$ cat config.mk
export PLATFORM = sky130hd
export DESIGN_NAME = fourfunc_issue_ctrl_flat
export DESIGN_NICKNAME = d
export VERILOG_FILES = /design/src/rtl/fourfunc_issue_ctrl_if.sv /design/src/rtl/fourfunc_issue_ctrl.sv /design/src/flat_wrapper.sv
export SDC_FILE = /design/constraint.sdc
export NUM_CORES = 1
export LEC_CHECK = 0
export CAP_MARGIN = 25
export CORE_MARGIN = 4
export CORE_UTILIZATION = 25
export DETAILED_ROUTE_END_ITERATION = 8
export PLACE_DENSITY_LB_ADDON = 0.3
export SKIP_CTS_REPAIR_TIMING = 1
export SLEW_MARGIN = 20
export SYNTH_ARGS = -nofsm -noshare
export SYNTH_HDL_FRONTEND = slang
export SYNTH_SLANG_ARGS = --single-unit
$ cat constraint.sdc
create_clock -name clk -period 2.8 [get_ports clk]
set_input_delay 0.42 -clock clk [delete_from_list [all_inputs] [get_ports clk]]
set_output_delay 0.42 -clock clk [all_outputs]
set_load 0.02 [all_outputs]
$ cat src/rtl/fourfunc_issue_ctrl_if.sv
// Bundle of request, fourFunc-side and result handshake signals for fourfunc_issue_ctrl.
// master is the controller's view, slave is the environment's (requester, fourFunc, consumer).
interface fourfunc_issue_ctrl_if #(
  parameter int IPART_W = 8,
  parameter int FPART_W = 8
);
  logic               in_valid;
  logic               in_ready;
  logic [1:0]         in_func;
  logic [7:0]         in_x;
  logic               start;
  logic [1:0]         func;
  logic [7:0]         x;
  logic               busy;
  logic [IPART_W-1:0] resultIPart;
  logic [FPART_W-1:0] resultFPart;
  logic               out_valid;
  logic               out_ready;
  logic [1:0]         out_func;
  logic [IPART_W-1:0] out_ipart;
  logic [FPART_W-1:0] out_fpart;
  logic               err_timeout;

  modport master (
    input  in_valid, in_func, in_x, busy, resultIPart, resultFPart, out_ready,
    output in_ready, start, func, x, out_valid, out_func, out_ipart, out_fpart, err_timeout
  );
  modport slave (
    output in_valid, in_func, in_x, busy, resultIPart, resultFPart, out_ready,
    input  in_ready, start, func, x, out_valid, out_func, out_ipart, out_fpart, err_timeout
  );
endinterface

$ cat src/rtl/fourfunc_issue_ctrl.sv
// Request FIFO plus start/busy sequencer for the fourFunc unit; results land in a
// valid/ready output register. err_timeout latches when busy never answers a start.
module fourfunc_issue_ctrl #(
  parameter int DEPTH        = 4,
  parameter int IPART_W      = 8,
  parameter int FPART_W      = 8,
  parameter int BUSY_TIMEOUT = 15
) (
  input logic                   clk,
  input logic                   rst,
  fourfunc_issue_ctrl_if.master bus
);
  localparam int PW = (DEPTH > 1) ? $clog2(DEPTH) : 1;
  localparam int CW = $clog2(DEPTH + 1);
  localparam int TW = $clog2(BUSY_TIMEOUT + 1);

  localparam logic [2:0] S_IDLE    = 3'd0;
  localparam logic [2:0] S_ISSUE   = 3'd1;
  localparam logic [2:0] S_WAIT_HI = 3'd2;
  localparam logic [2:0] S_RUN     = 3'd3;
  localparam logic [2:0] S_HOLD    = 3'd4;

  typedef struct packed {
    logic [1:0] func;
    logic [7:0] x;
  } req_t;

  req_t [DEPTH-1:0]   mem_q, mem_d;
  logic [PW-1:0]      wr_ptr_q, wr_ptr_d, rd_ptr_q, rd_ptr_d;
  logic [CW-1:0]      cnt_q, cnt_d;
  logic [2:0]         state_q, state_d;
  logic [1:0]         func_q, func_d;
  logic [7:0]         x_q, x_d;
  logic [TW-1:0]      tmo_q, tmo_d, tmo_inc;
  logic               out_valid_q, out_valid_d;
  logic [1:0]         out_func_q, out_func_d;
  logic [IPART_W-1:0] ipart_q, ipart_d;
  logic [FPART_W-1:0] fpart_q, fpart_d;
  logic               err_q, err_d;

  logic full, empty, in_ready, push, pop;

  assign full     = (cnt_q == CW'(DEPTH));
  assign empty    = (cnt_q == '0);
  // Held low during reset so nothing is accepted while the block is being cleared.
  assign in_ready = !full && !rst;
  assign push     = bus.in_valid && in_ready;
  assign pop      = (state_q == S_IDLE) && !empty;
  assign tmo_inc  = tmo_q + 1'b1;

  always_comb begin
    mem_d       = mem_q;
    wr_ptr_d    = wr_ptr_q;
    rd_ptr_d    = rd_ptr_q;
    cnt_d       = cnt_q;
    state_d     = state_q;
    func_d      = func_q;
    x_d         = x_q;
    tmo_d       = tmo_q;
    out_valid_d = out_valid_q;
    out_func_d  = out_func_q;
    ipart_d     = ipart_q;
    fpart_d     = fpart_q;
    err_d       = err_q;

    if (push) begin
      mem_d[wr_ptr_q] = '{func: bus.in_func, x: bus.in_x};
      wr_ptr_d        = wr_ptr_q + 1'b1;
    end
    if (pop) rd_ptr_d = rd_ptr_q + 1'b1;
    case ({push, pop})
      2'b10:   cnt_d = cnt_q + 1'b1;
      2'b01:   cnt_d = cnt_q - 1'b1;
      default: cnt_d = cnt_q;
    endcase

    case (state_q)
      S_IDLE: begin
        if (!empty) begin
          func_d  = mem_q[rd_ptr_q].func;
          x_d     = mem_q[rd_ptr_q].x;
          state_d = S_ISSUE;
        end
      end
      S_ISSUE: begin
        tmo_d   = '0;
        state_d = S_WAIT_HI;
      end
      S_WAIT_HI: begin
        // The timeout wins over a busy that rises on the very cycle the count expires.
        if (tmo_inc == TW'(BUSY_TIMEOUT)) begin
          err_d   = 1'b1;
          state_d = S_IDLE;
        end else if (bus.busy) begin
          state_d = S_RUN;
        end else begin
          tmo_d = tmo_inc;
        end
      end
      S_RUN: begin
        if (!bus.busy) begin
          out_func_d  = func_q;
          ipart_d     = bus.resultIPart;
          fpart_d     = bus.resultFPart;
          out_valid_d = 1'b1;
          state_d     = S_HOLD;
        end
      end
      S_HOLD: begin
        if (bus.out_ready) begin
          out_valid_d = 1'b0;
          state_d     = S_IDLE;
        end
      end
      default: state_d = S_IDLE;
    endcase
  end

  always_ff @(posedge clk) mem_q <= mem_d;

  always_ff @(posedge clk or posedge rst) begin
    if (rst) begin
      wr_ptr_q    <= '0;
      rd_ptr_q    <= '0;
      cnt_q       <= '0;
      state_q     <= S_IDLE;
      func_q      <= '0;
      x_q         <= '0;
      tmo_q       <= '0;
      out_valid_q <= 1'b0;
      out_func_q  <= '0;
      ipart_q     <= '0;
      fpart_q     <= '0;
      err_q       <= 1'b0;
    end else begin
      wr_ptr_q    <= wr_ptr_d;
      rd_ptr_q    <= rd_ptr_d;
      cnt_q       <= cnt_d;
      state_q     <= state_d;
      func_q      <= func_d;
      x_q         <= x_d;
      tmo_q       <= tmo_d;
      out_valid_q <= out_valid_d;
      out_func_q  <= out_func_d;
      ipart_q     <= ipart_d;
      fpart_q     <= fpart_d;
      err_q       <= err_d;
    end
  end

  assign bus.in_ready    = in_ready;
  assign bus.start       = (state_q == S_ISSUE);
  assign bus.func        = func_q;
  assign bus.x           = x_q;
  assign bus.out_valid   = out_valid_q;
  assign bus.out_func    = out_func_q;
  assign bus.out_ipart   = ipart_q;
  assign bus.out_fpart   = fpart_q;
  assign bus.err_timeout = err_q;
endmodule

$ cat src/flat_wrapper.sv
// flat-port wrapper written by rule: the top's interface ports become plain ports
module fourfunc_issue_ctrl_flat 
#(
  parameter int DEPTH        = 4,
  parameter int IPART_W      = 8,
  parameter int FPART_W      = 8,
  parameter int BUSY_TIMEOUT = 15
)
  (clk, rst, bus_in_valid, bus_in_func, bus_in_x, bus_busy, bus_resultIPart, bus_resultFPart, bus_out_ready, bus_in_ready, bus_start, bus_func, bus_x, bus_out_valid, bus_out_func, bus_out_ipart, bus_out_fpart, bus_err_timeout);
  fourfunc_issue_ctrl_if #(.IPART_W(IPART_W), .FPART_W(FPART_W)) bus_i ();
  input logic clk;
  input logic rst;
  input wire logic [$bits(bus_i.in_valid)-1:0] bus_in_valid;
  input wire logic [$bits(bus_i.in_func)-1:0] bus_in_func;
  input wire logic [$bits(bus_i.in_x)-1:0] bus_in_x;
  input wire logic [$bits(bus_i.busy)-1:0] bus_busy;
  input wire logic [$bits(bus_i.resultIPart)-1:0] bus_resultIPart;
  input wire logic [$bits(bus_i.resultFPart)-1:0] bus_resultFPart;
  input wire logic [$bits(bus_i.out_ready)-1:0] bus_out_ready;
  output wire logic [$bits(bus_i.in_ready)-1:0] bus_in_ready;
  output wire logic [$bits(bus_i.start)-1:0] bus_start;
  output wire logic [$bits(bus_i.func)-1:0] bus_func;
  output wire logic [$bits(bus_i.x)-1:0] bus_x;
  output wire logic [$bits(bus_i.out_valid)-1:0] bus_out_valid;
  output wire logic [$bits(bus_i.out_func)-1:0] bus_out_func;
  output wire logic [$bits(bus_i.out_ipart)-1:0] bus_out_ipart;
  output wire logic [$bits(bus_i.out_fpart)-1:0] bus_out_fpart;
  output wire logic [$bits(bus_i.err_timeout)-1:0] bus_err_timeout;
  assign bus_i.in_valid = bus_in_valid;
  assign bus_i.in_func = bus_in_func;
  assign bus_i.in_x = bus_in_x;
  assign bus_i.busy = bus_busy;
  assign bus_i.resultIPart = bus_resultIPart;
  assign bus_i.resultFPart = bus_resultFPart;
  assign bus_i.out_ready = bus_out_ready;
  assign bus_in_ready = bus_i.in_ready;
  assign bus_start = bus_i.start;
  assign bus_func = bus_i.func;
  assign bus_x = bus_i.x;
  assign bus_out_valid = bus_i.out_valid;
  assign bus_out_func = bus_i.out_func;
  assign bus_out_ipart = bus_i.out_ipart;
  assign bus_out_fpart = bus_i.out_fpart;
  assign bus_err_timeout = bus_i.err_timeout;
  fourfunc_issue_ctrl #(.DEPTH(DEPTH), .IPART_W(IPART_W), .FPART_W(FPART_W), .BUSY_TIMEOUT(BUSY_TIMEOUT)) u_core (.clk(clk), .rst(rst), .bus(bus_i));
endmodule
-- After elaboration in Yosys (flattened, before gate mapping)
Cells that the tools add are included.
- register bits: 84
- input port bits: 31
- output and inout bits: 32
- logic and storage cells: 80
- $add $sub $neg: 5
- magnitude comparators: 3
- eq/ne operators: 14
- multiplexer cells: 18
- bitwise gates (word level): 2
- reduce and logical (&&, ||, !) cells: 18
- operator list (operator ; number):
    40-bit bitwise mux ; 1
    10-bit binary-select mux with 2-bit select ; 1
    10-bit demux with 2-bit select ; 1
    10-bit two-way mux ; 2
    3-bit two-way mux ; 5
    3-bit one-hot mux with 5 select lines ; 1
    2-bit inequality test (second input constant) ; 5
    4-bit two-way mux ; 2
    4-bit one-hot mux with 2 select lines ; 1
    3-bit by 2-bit equality test with 1-bit output (second input constant) ; 2
    3-bit equality test (second input constant) ; 2
    3-bit logical NOT ; 2
    2-bit by 3-bit < comparator with 1-bit output (second input constant) ; 2
    3-bit one-hot mux with 2 select lines ; 1
    2-bit AND reduction ; 3
    3-bit AND reduction ; 2
    2-bit nonzero test ; 3
    2-bit by 1-bit adder with 2-bit output (second input constant) ; 2
    4-bit by 1-bit adder with 4-bit output (second input constant) ; 1
    4-bit equality test (second input constant) ; 1
    1-bit logical AND ; 4
    4-bit AND reduction ; 1
    3-bit by 1-bit adder with 3-bit output (second input constant) ; 1
    3-bit by 1-bit equality test with 1-bit output (second input constant) ; 1
    9 further kinds ; 13

-- Depth between registers and ports, before layout
- depth after elaboration: 6
- mapped depth: 10
- mapped depth without buffers: 10

-- Worst setup path after synthesis
Ideal clock, no wire load.
- path type: reg-to-reg
- from: register u_core.cnt_q[0]
- to: register u_core.cnt_q[2]
- arrival time: 2.074 ns
- data required time: 2.675 ns
- path slack: 0.600 ns
- stages on the path, launching flop included: 11
- path buffers: 0
- path through: dfrtp_1 inv_1 a31oi_1 and2_1 inv_1 ha_1 inv_1 fa_1 xor2_1 nor2_1 xor2_1
- cells in the longest elaborated chain, start to end: 6
- elaborated cells on any way between the ends: 13
- classes of those cells: 2 x add/sub; 3 x eq/ne; 1 x mux; 7 x reduce/logical
- ends and longest elaborated chain (element ; line ; source):
    from (decl) ; fourfunc_issue_ctrl.sv:30 ; logic [CW-1:0] cnt_q, cnt_d;
    from (signal assigned) ; fourfunc_issue_ctrl.sv:138 ; cnt_q <= cnt_d;
    3-bit equality test (*) ; fourfunc_issue_ctrl.sv:43 ; assign full = (cnt_q == CW'(DEPTH));
    1-bit logical NOT (*) ; fourfunc_issue_ctrl.sv:46 ; assign in_ready = !full && !rst;
    1-bit logical AND (*) ; fourfunc_issue_ctrl.sv:46 ;
    via bus_in_ready ; flat_wrapper.sv:20 ; output wire logic [$bits(bus_i.in_ready)-1:0] bus_in_ready;
    1-bit logical AND (*) ; fourfunc_issue_ctrl.sv:47 ; assign push = bus.in_valid && in_ready;
    2-bit by 1-bit equality test with 1-bit output / 2-bit equality test (equally long branches) ; fourfunc_issue_ctrl.sv:71 ; case ({push, pop})
    3-bit one-hot mux with 2 select lines / 2-bit nonzero test (equally long branches) ; -- ;
The timed path passes the listed nets; every way through them passes the cells marked *.
A chain may end at the register's enable or synchronous reset.

-- Worst setup path in the final report
- from: input port rst
- to: output port bus_in_ready
- cells in the longest elaborated chain, start to end: 2
- ends and longest elaborated chain (element ; line ; source):
    from (decl) ; flat_wrapper.sv:12 ; input logic rst;
    1-bit logical NOT ; fourfunc_issue_ctrl.sv:46 ;
    1-bit logical AND ; fourfunc_issue_ctrl.sv:46 ;
    to (decl) ; flat_wrapper.sv:20 ;
Every way passes these cells.

==> flow_summary.toml <==
[flow_run]
cap_violations = 0

[setup_path]
crit_path_max_incr_delay_ns = 0.70
critical_path_buf_inv_count = 2
critPathKind = "primary input to primary output"
end_kind = "primary output"
crit_family = "buffers and inverters"
r2r_slack_ns = 0.62
r2r_cells = 10
cp_common_cell = "clkdlybuf4s50_1"
cp.arrival_ns = 1.95
reg2reg_from = "u_core.cnt_q[0]$_DFFE_PP0P_"
crit_slowest_cell = "clkdlybuf4s50_1"
crit_fanout = 6
cp-start-kind = "primary input"
critPathRequiredTime_ns = 2.38
cp_cell_sequence = "clkdlybuf4s50_1 > a31oi_1 > clkdlybuf4s50_1"
rr_endpoint = "u_core.cnt_q[2]$_DFFE_PP0P_"

[sta]
skew_ns = 0.009091
slew_viol_final = 0
rsz0062_at_grt = "no"
tightest_slew_ns = 0.7329
max_freq_ghz = 0.4228
finalSetupViolCount = 0
period_share_pct = 84.48
report.final.hold_viol_count = 0
relSlewSlack_pct = 51.14
tns_ns = 0
post-route-min-period_ns = 2.365

[global_route]
grt-ovfl-total = 0
grt_max_degree = 25
grt_usage_pct = 8.427
grt_pass1_vias = 2020
grt_pass1_wl_mm = 10.43
antenna_found_initial = 0

[power_and_ir_drop]
ir_worst_vdd_uv = 306.0
p_total_uw = 4998
p_leak_uw = 0.001762
powerDensity_mw_per_mm2 = 1088

[placement]
hpwl_mm = 4.533
routabilityCongestion = 0.6977
placedInstanceArea_mm2 = 0.004275
port_buffers = 62

[synth]
synthTopCellsByCount = "dfrtp_1, edfxtp_1, mux2_2"
synth_warnings = 0
yosys-top-cells-area = "edfxtp_1, dfrtp_1, mux2_2"
async_flop_share_pct = 52.38
synthCells = 205
synthDistinctLibCells = 40
avgSynthCellArea_um2 = 16.73
synth_most_common_cell = "dfrtp_1"
synth_area_mm2 = 0.003430
yosysTopAreaCell = "edfxtp_1"
synth_seq_cells = 84
synth_fp_nets = 244
synth_edf_count = 40
synth-main-ff-cell = "dfrtp_1"
ys_seq_area_share_pct = 67.13
synth_top_area_share_pct = 35.02

[final_layout]
antennaDiodeCount = 0
final_area_mm2 = 0.004593
utilization_pct = 34.41
fillerInstances = 1311
multiInputGateArea_mm2 = 0.001052
final_layout_size_suffix_gt1_share_pct = 24.91
syn2layout_area_growth_pct = 33.93
layout.nets = 315
regArea_mm2 = 0.002302

[floorplan]
io_pins = 63
std_cell_rows = 42
die_w_um = 125.1
design.die.area_mm2 = 0.01566
core_area_mm2 = 0.01335
die-height_um = 125.1
initial_core_util_pct = 25.69

[cts]
htree_levels = 3
numCtsBuffers = 9
cts_tree = "done"
cts_num_sinks = 84
clock-root-buffer = "clkbuf_16"
path_clk_slew_ns = 0.06
clock_tree.buffer_depth = 2
clk_latency_ns = 0.33

[outcome]
status = "finished clean"

[routing]
vias = 1885
wire_per_inst_um = 13.87
drt_iter0_drc = 130
vias_per_cell = 4.125
antenna_left = 0
wirelength_mm = 6.339
dr.pass1.iters = 4
drc = 0

[hold_path]
worstHoldEndpoint = "u_core.bus.err_timeout$_DFFE_PP0P_"
hp-start = "u_core.bus.err_timeout$_DFFE_PP0P_"
hold_path_class = "flip-flop to flip-flop"
hold_depth = 1
cell usage in the layout (no fill, tap or decap), drive strengths merged, types with 3 or more instances in the layout:
cell type / instances
buf: 4
nor2: 6
a21o: 3
a21oi: 5
mux4: 10
xor2: 3
clkbuf: 10
o21ai: 4
inv: 13
mux2: 28
dfrtp: 44
nand2: 9
and3: 4
edfxtp: 40
xnor2: 3
clkdlybuf4s50: 62
ha: 7
worst register-to-register path, delay by kind of cell (launching register included):
family                   cells  cell delay, ns
adder cells (fa/ha/maj)      2            0.60
flip-flops                   1            0.41
AND/OR/NAND/NOR              2            0.38
XOR/XNOR                     2            0.30
buffers and inverters        3            0.25
AO/OA/AOI/OAI                1            0.19
power by group:
part | internal, uW | leakage [uW] | switching [uW]
combinational | 1000 | 0.000713 | 805
sequential | 1660 | 0.000892 | 296
clock | 734 | 0.000157 | 500
total | 3400 | 0.00176 | 1600
state kept, by name, summed over array words and instances, names as in the netlist:
name,flops
u_core.bus.err_timeout,1
u_core.bus.func,2
u_core.bus.out_fpart,8
u_core.bus.out_func,2
u_core.bus.out_ipart,8
u_core.bus.out_valid,1
u_core.bus.x,8
u_core.cnt_q,3
u_core.mem_q,40
u_core.rd_ptr_q,2
u_core.state_q,3
u_core.tmo_q,4
u_core.wr_ptr_q,2
area by class of cell:
type | instances | share of cell area (%)
Sequential cell | 84 | 50.12
Multi-Input combinational cell | 105 | 22.91
Timing Repair Buffer | 66 | 14.44
Clock buffer | 10 | 5.203
Tap cell | 176 | 4.794
Clock inverter | 6 | 1.716
Inverter | 10 | 0.8172
stage by stage:
step / hold slack [ns] / cells / setup WS, ns
4_1_cts: 0.4905 / 457 / 0.3896
2_1_floorplan: 0.4599 / 205 / 0.6005
5_1_grt: 0.5166 / 457 / 0.3113
6_report: 0.4842 / 457 / 0.4346
3_3_place_gp: 0.4640 / 441 / 0.3032
3_5_place_dp: 0.4761 / 441 / 0.2407
worst max path at each step:
stage	from	end	slack, ns	cells after the start
after floorplan	u_core.cnt_q[0]$_DFFE_PP0P_	u_core.cnt_q[2]$_DFFE_PP0P_	0.60	10
after global placement	rst	u_core.cnt_q[2]$_DFFE_PP0P_	0.30	10
after detailed placement	rst	u_core.cnt_q[2]$_DFFE_PP0P_	0.24	10
after CTS	rst	bus_in_ready	0.39	3
after global routing	u_core.cnt_q[0]$_DFFE_PP0P_	bus_in_ready	0.31	3
final	rst	bus_in_ready	0.43	3
kinds of logic (layout without fill, tap and decap cells):
group	after synthesis	count (layout)	share of synthesized area, %
flip-flops	84	84	67.13
AND/OR/NAND/NOR	33	33	5.801
multiplexers	39	39	16.05
adder cells (fa/ha/maj)	8	8	3.137
AO/OA/AOI/OAI	19	19	3.977
buffers and inverters	16	92	2.371
XOR/XNOR	6	6	1.533
routing by layer:
layer / up-vias / GRT usage, % / part of all wire, %
li1: 901 / - / -
met1: 930 / 10.89 / 46
met2: 44 / 13.26 / 47
met3: 10 / 2.559 / 5.0
met4: 0 / 3.444 / 1.8
met5: - / 0 / 0
No activity file was read; power rests on OpenSTA's default activity.
==> variant 1: new RTL, same settings <==
Make the reset (`rst`) synchronous in one clocked block.
--- a/src/rtl/fourfunc_issue_ctrl.sv
+++ b/src/rtl/fourfunc_issue_ctrl.sv
@@ -119,5 +119,5 @@
   always_ff @(posedge clk) mem_q <= mem_d;
 
-  always_ff @(posedge clk or posedge rst) begin
+  always_ff @(posedge clk) begin
     if (rst) begin
       wr_ptr_q    <= '0;
Check against the original RTL: differs if rst is asserted again (counterexample within 4 cycles, from zero or initial values and one cycle with rst high); with rst held inactive, the same outputs for 10 cycles.
==> variant 1 against the original RTL <==
Sequential cell count unchanged; power down 26%; setup slack worse by 0.016 ns; area after synthesis down 2.2%; maximum frequency down 0.68%; via count up 19%; routed wire length up 9.4%; cell area down 2.5%; largest cell class unchanged; largest power group unchanged.
==> variant 1: results (changes against the original RTL) <==
qor: run_status.outcome finished, final reports clean
qor: finish.drive_above_1_share 10.83% [-14 points]
qor: power.leakage 1.479 nW [-16%]
qor: finish.antenna_cells 0 [unchanged]
qor: timing.fmax 419.9 MHz [-0.68%]
qor: setup_path.cp_max_fo 8 [+2]
qor: cts.cts-root-to-sink-buffers 2 [unchanged]
qor: power.max-vdd-ir-drop 0.0003119 V [+1.9%]
qor: finish.fin_nets 394 [+25%]
qor: route.drt_first_iter_violations 65 [-50%]
qor: global_routing.first_pass_grt_wire_length 11140 microns [+6.9%]
qor: setup_path.rrSetupSlack 0.42 ns [-0.20 ns]
qor: synth.async_reset_ff_share 0% [-52 points]
qor: timing.worst_clock_skew 0.005510 ns [-0.003581 ns]
qor: global_routing.globalRouteTotalUtil 9.613% [+1.2 points]
qor: timing.timing.slew.headroom 48.00% [-3.1 points]
qor: worst_hold_path.min_from u_core.bus.out_ipart[4]
qor: global_routing.antenna_violations_before_repair 0 [unchanged]
qor: synth.synthesis.nets 328 [+34%]
qor: synth.ys.flop_type dfxtp_1
qor: placement.pre_cts_ws 0.3128 ns [+0.07213 ns]
qor: synth.synth.top_cells.by_area edfxtp_1, dfxtp_1, nand2_1, mux4_2, a21oi_1
qor: route.post_drt_wl_per_cell 12.93 microns [-6.7%]
qor: synth.yosys-top-cells-count nand2_1, dfxtp_1, edfxtp_1, a21oi_1, nor2_1
qor: synth.post_synth_num_cell_types 48 [+20%]
qor: cts.cts.clk_slew.worst_paths 0.06 ns [about the same]
qor: global_routing.first_global_vias 2148 [+6.3%]
qor: setup_path.arrival 2.64 ns [+0.69 ns]
qor: placement.placement.io_buffers 62 [unchanged]
qor: global_routing.largest_net_degree_at_the_start_of_global_routing 45 [+80%]
qor: cts.cts_root_buf clkbuf_16
qor: timing.fin_worst_hold_slack 0.4531 ns [-0.03112 ns]
qor: synth.yosys_warnings 0 [unchanged]
qor: placement.gp_routability_congestion 0.7266 [+4.1%]
qor: setup_path.timing.critical_path.from u_core.state_q[0]
qor: placement.place_hpwl 4905 microns [+8.2%]
qor: synth.synth_sequential_area_ratio 62.07% [-5.1 points]
qor: route.routed_via_density 4.170 [+1.1%]
qor: cts.total_cts_buffers 9 [unchanged]
qor: cts.htree_num_levels 3 [unchanged]
[variant 1: changes by cell type after synthesis, moves of 3 or more]
cell / change
dfrtp_1: -44
nor2_1: +9
mux2_2: -26
clkbuf_1: +5
nand2_1: +53
a21oi_1: +31
buf_2: +3
a21o_1: -3
dfxtp_1: +44
[variant 1: kinds of logic after synthesis]
kind of cell,share of synthesized area (%)
simple gates,13.65
fa+ha+maj,3.208
mux,7.050
buf+inv,2.984
compound gates,9.735
flops,62.07
xor+xnor,1.306
[variant 1: power breakdown]
group / leakage [nW] / switching, mW / internal (mW) / total, mW
Combinational: 0.619 / 0.496 / 0.467 / 0.963
Sequential: 0.720 / 0.128 / 1.44 / 1.56
Clock: 0.140 / 0.483 / 0.699 / 1.18
Total: 1.48 / 1.11 / 2.60 / 3.71
[variant 1: cell type report]
class | instances | area [sq um]
Fill cell | 1345 | 8710
Clock inverter | 6 | 71.32
Inverter | 12 | 45.04
Multi-Input combinational cell | 180 | 1172
Timing Repair Buffer | 68 | 660.6
Clock buffer | 10 | 229.0
Tap cell | 176 | 220.2
Sequential cell | 84 | 2082
[variant 1: layer usage]
metal  part of all wire [%]  vias to the layer above  wire length (microns)  GRT usage [%]
met5                      0                        -                      0              0
met4                    1.1                        0                     77          3.114
met3                    6.6                        7                    460          4.133
met2                     48                       48                   3345          15.38
met1                     44                     1033                   3049          11.68
li1                       -                     1147                      -              -
[variant 1: path summary, 6_finish.rpt]
path / endpoint / cells past startpoint
setup / recovery: u_core.cnt_q[2] / 8
hold / removal: u_core.bus.out_ipart[4] / 2
setup reg to reg: u_core.cnt_q[2] / 8
hold reg to reg: u_core.bus.out_ipart[4] / 2
[variant 1: worst max-delay path: stages (launching register included)]
cell	delay [ns]
dfxtp_1	0.37
or4_1	0.58
inv_2	0.09
ha_1	0.17
inv_1	0.06
fa_1	0.43
xor2_1	0.15
or3_1	0.30
a21oi_1	0.15
[variant 1: metrics by stage]
stage / instances / cell area [sq um]
floorplan: 289 / 3354
global placement: 520 / 4180
detailed placement: 520 / 4180
global route: 536 / 4481
finish: 536 / 4481
CTS: 536 / 4481
==> variant 2: new RTL, same flow settings <==
Without the edit above. `BUSY_TIMEOUT` is set to 15 in 2 places; all go to 17.
--- a/src/rtl/fourfunc_issue_ctrl.sv
+++ b/src/rtl/fourfunc_issue_ctrl.sv
@@ -5,5 +5,5 @@
   parameter int IPART_W      = 8,
   parameter int FPART_W      = 8,
-  parameter int BUSY_TIMEOUT = 15
+  parameter int BUSY_TIMEOUT = 17
 ) (
   input logic                   clk,
--- a/src/flat_wrapper.sv
+++ b/src/flat_wrapper.sv
@@ -5,5 +5,5 @@
   parameter int IPART_W      = 8,
   parameter int FPART_W      = 8,
-  parameter int BUSY_TIMEOUT = 15
+  parameter int BUSY_TIMEOUT = 17
 )
   (clk, rst, bus_in_valid, bus_in_func, bus_in_x, bus_busy, bus_resultIPart, bus_resultFPart, bus_out_ready, bus_in_ready, bus_start, bus_func, bus_x, bus_out_valid, bus_out_func, bus_out_ipart, bus_out_fpart, bus_err_timeout);
Behaviour: no difference found for any inputs over 10 cycles, from zero or initial values and one cycle with rst high; that may be too few to reach the edited logic, so the function may still have changed.
==> variant 2 against the original RTL <==
Core utilization shrank 0.88 points; area after synthesis rose by 3.4%; cell area rose by 1.3%; routed wire length grew 2.2%; setup slack lost 0.18 ns; largest power group unchanged; sequential cell count rose by 1; critical path type is now flop to primary output; count of clock-buffer cells in the layout fell by 1; critical endpoint is now bus_start; sequential power grew 3%; combinational power up 4%; power increased by 1.5%; sequential share of layout area decreased by 0.12 points.
==> variant 2: results (changes against the original RTL) <==
qor: run_status.outcome finished, final reports clean
qor: setup_path.arrival 2.13 ns [+0.18 ns]
qor: global_routing.first_global_vias 2013 [-0.35%]
qor: synth.async_reset_ff_share 52.94% [+0.56 points]
qor: timing.timing.slew.headroom 51.41% [+0.27 points]
qor: power.clock_power_share 23.1% [-1.6 points]
qor: placement.place_hpwl 4629 microns [+2.1%]
qor: route.post_drt_wl_per_cell 13.96 microns [+0.65%]
qor: power.switching_power_as_a_share_of_total_power 32.12% [+0.088 points]
qor: synth.synth_sequential_area_ratio 65.65% [-1.5 points]
qor: route.drt_first_iter_violations 119 [-8.5%]
qor: placement.placed_cell_area 0.004355 sq mm [+1.9%]
qor: synth.synth.top_cells.by_area edfxtp_1, dfrtp_1, mux2_2, mux4_2, mux2_4
qor: power.max-vdd-ir-drop 0.0003081 V [+0.69%]
qor: power.comb-power 1.88 mW [+4%]
qor: finish.stdcell_count 464 [+1.5%]
qor: global_routing.globalRouteTotalUtil 8.552% [+0.12 points]
qor: route.routed_via_density 4.129 [+0.11%]
qor: placement.post-place-cells 448 [+1.6%]
qor: power.leakage 1.798 nW [+2.1%]
qor: placement.gp_routability_congestion 0.6799 [-2.6%]
qor: synth.post_synth_num_cell_types 36 [-10%]
qor: synth.synth_cells 210 [+2.4%]
qor: global_routing.first_pass_grt_wire_length 10750 microns [+3.1%]
qor: timing.worst_clock_skew 0.006581 ns [-0.002510 ns]
qor: finish.nFillCells 1377 [+5.0%]
qor: synth.yosys-top-cells-count dfrtp_1, edfxtp_1, mux2_2, inv_1
qor: global_routing.largest_net_degree_at_the_start_of_global_routing 20 [-20%]
qor: synth.synthesis.nets 249 [+2.0%]
qor: power.total_power_density_per_cell_area 1090 mW/mm^2 [+0.17%]
qor: placement.pre_cts_ws 0.2510 ns [+0.01030 ns]
-- variant 2: changes by cell type in the layout (fill, tap and decap cells not counted), moves of 3 or more --
cell	before	now
a21o_1	3	0
a21oi_1	5	1
clkinvlp_4	0	3
inv_1	9	13
mux2_2	27	20
mux2_4	0	9
mux2i_1	1	4
nand3_1	0	3
-- variant 2: area by class of cell --
cell class	count	area [sq um]	share of cell area [%]
multi-input cells	103	1100	23.63
inverters	14	52.55	1.129
clock inverters	7	73.82	1.586
clock buffers	9	225.2	4.839
repair buffers	66	650.6	13.98
well taps	180	225.2	4.839
flip-flops and latches	85	2327	50.00
-- variant 2: logic make-up (layout without fill, tap and decap cells) --
logic type	after synthesis	in the layout	share of synthesized area (%)
flip-flops	85	85	65.65
multiplexers	43	43	17.65
AND/OR/NAND/NOR	30	30	5.118
buffers and inverters	22	96	3.494
AO/OA/AOI/OAI	12	12	2.577
XOR/XNOR	10	10	2.471
adder cells (fa/ha/maj)	8	8	3.036
-- variant 2: routing by layer --
layer | share of wire [%] | global-route usage (%) | up-vias
met1 | 46 | 11.16 | 969
met4 | 1.5 | 3.028 | 0
met5 | 0 | 0 | -
li1 | - | - | 903
met3 | 4.1 | 2.801 | 7
met2 | 49 | 13.39 | 37
-- variant 2: path summary, 6_finish.rpt --
kind | startpoint | end | slack, ns | cells past startpoint
max | u_core.state_q[0] | bus_start | 0.25 | 3
min | rst | u_core.cnt_q[0] | 0.39 | 2
max reg2reg | u_core.cnt_q[0] | u_core.cnt_q[2] | 0.63 | 10
min reg2reg | u_core.bus.err_timeout | u_core.bus.err_timeout | 0.49 | 1
max in group asynchronous | rst | u_core.tmo_q[1] | 1.86 | 3
min in group clk | u_core.bus.err_timeout | u_core.bus.err_timeout | 0.49 | 1
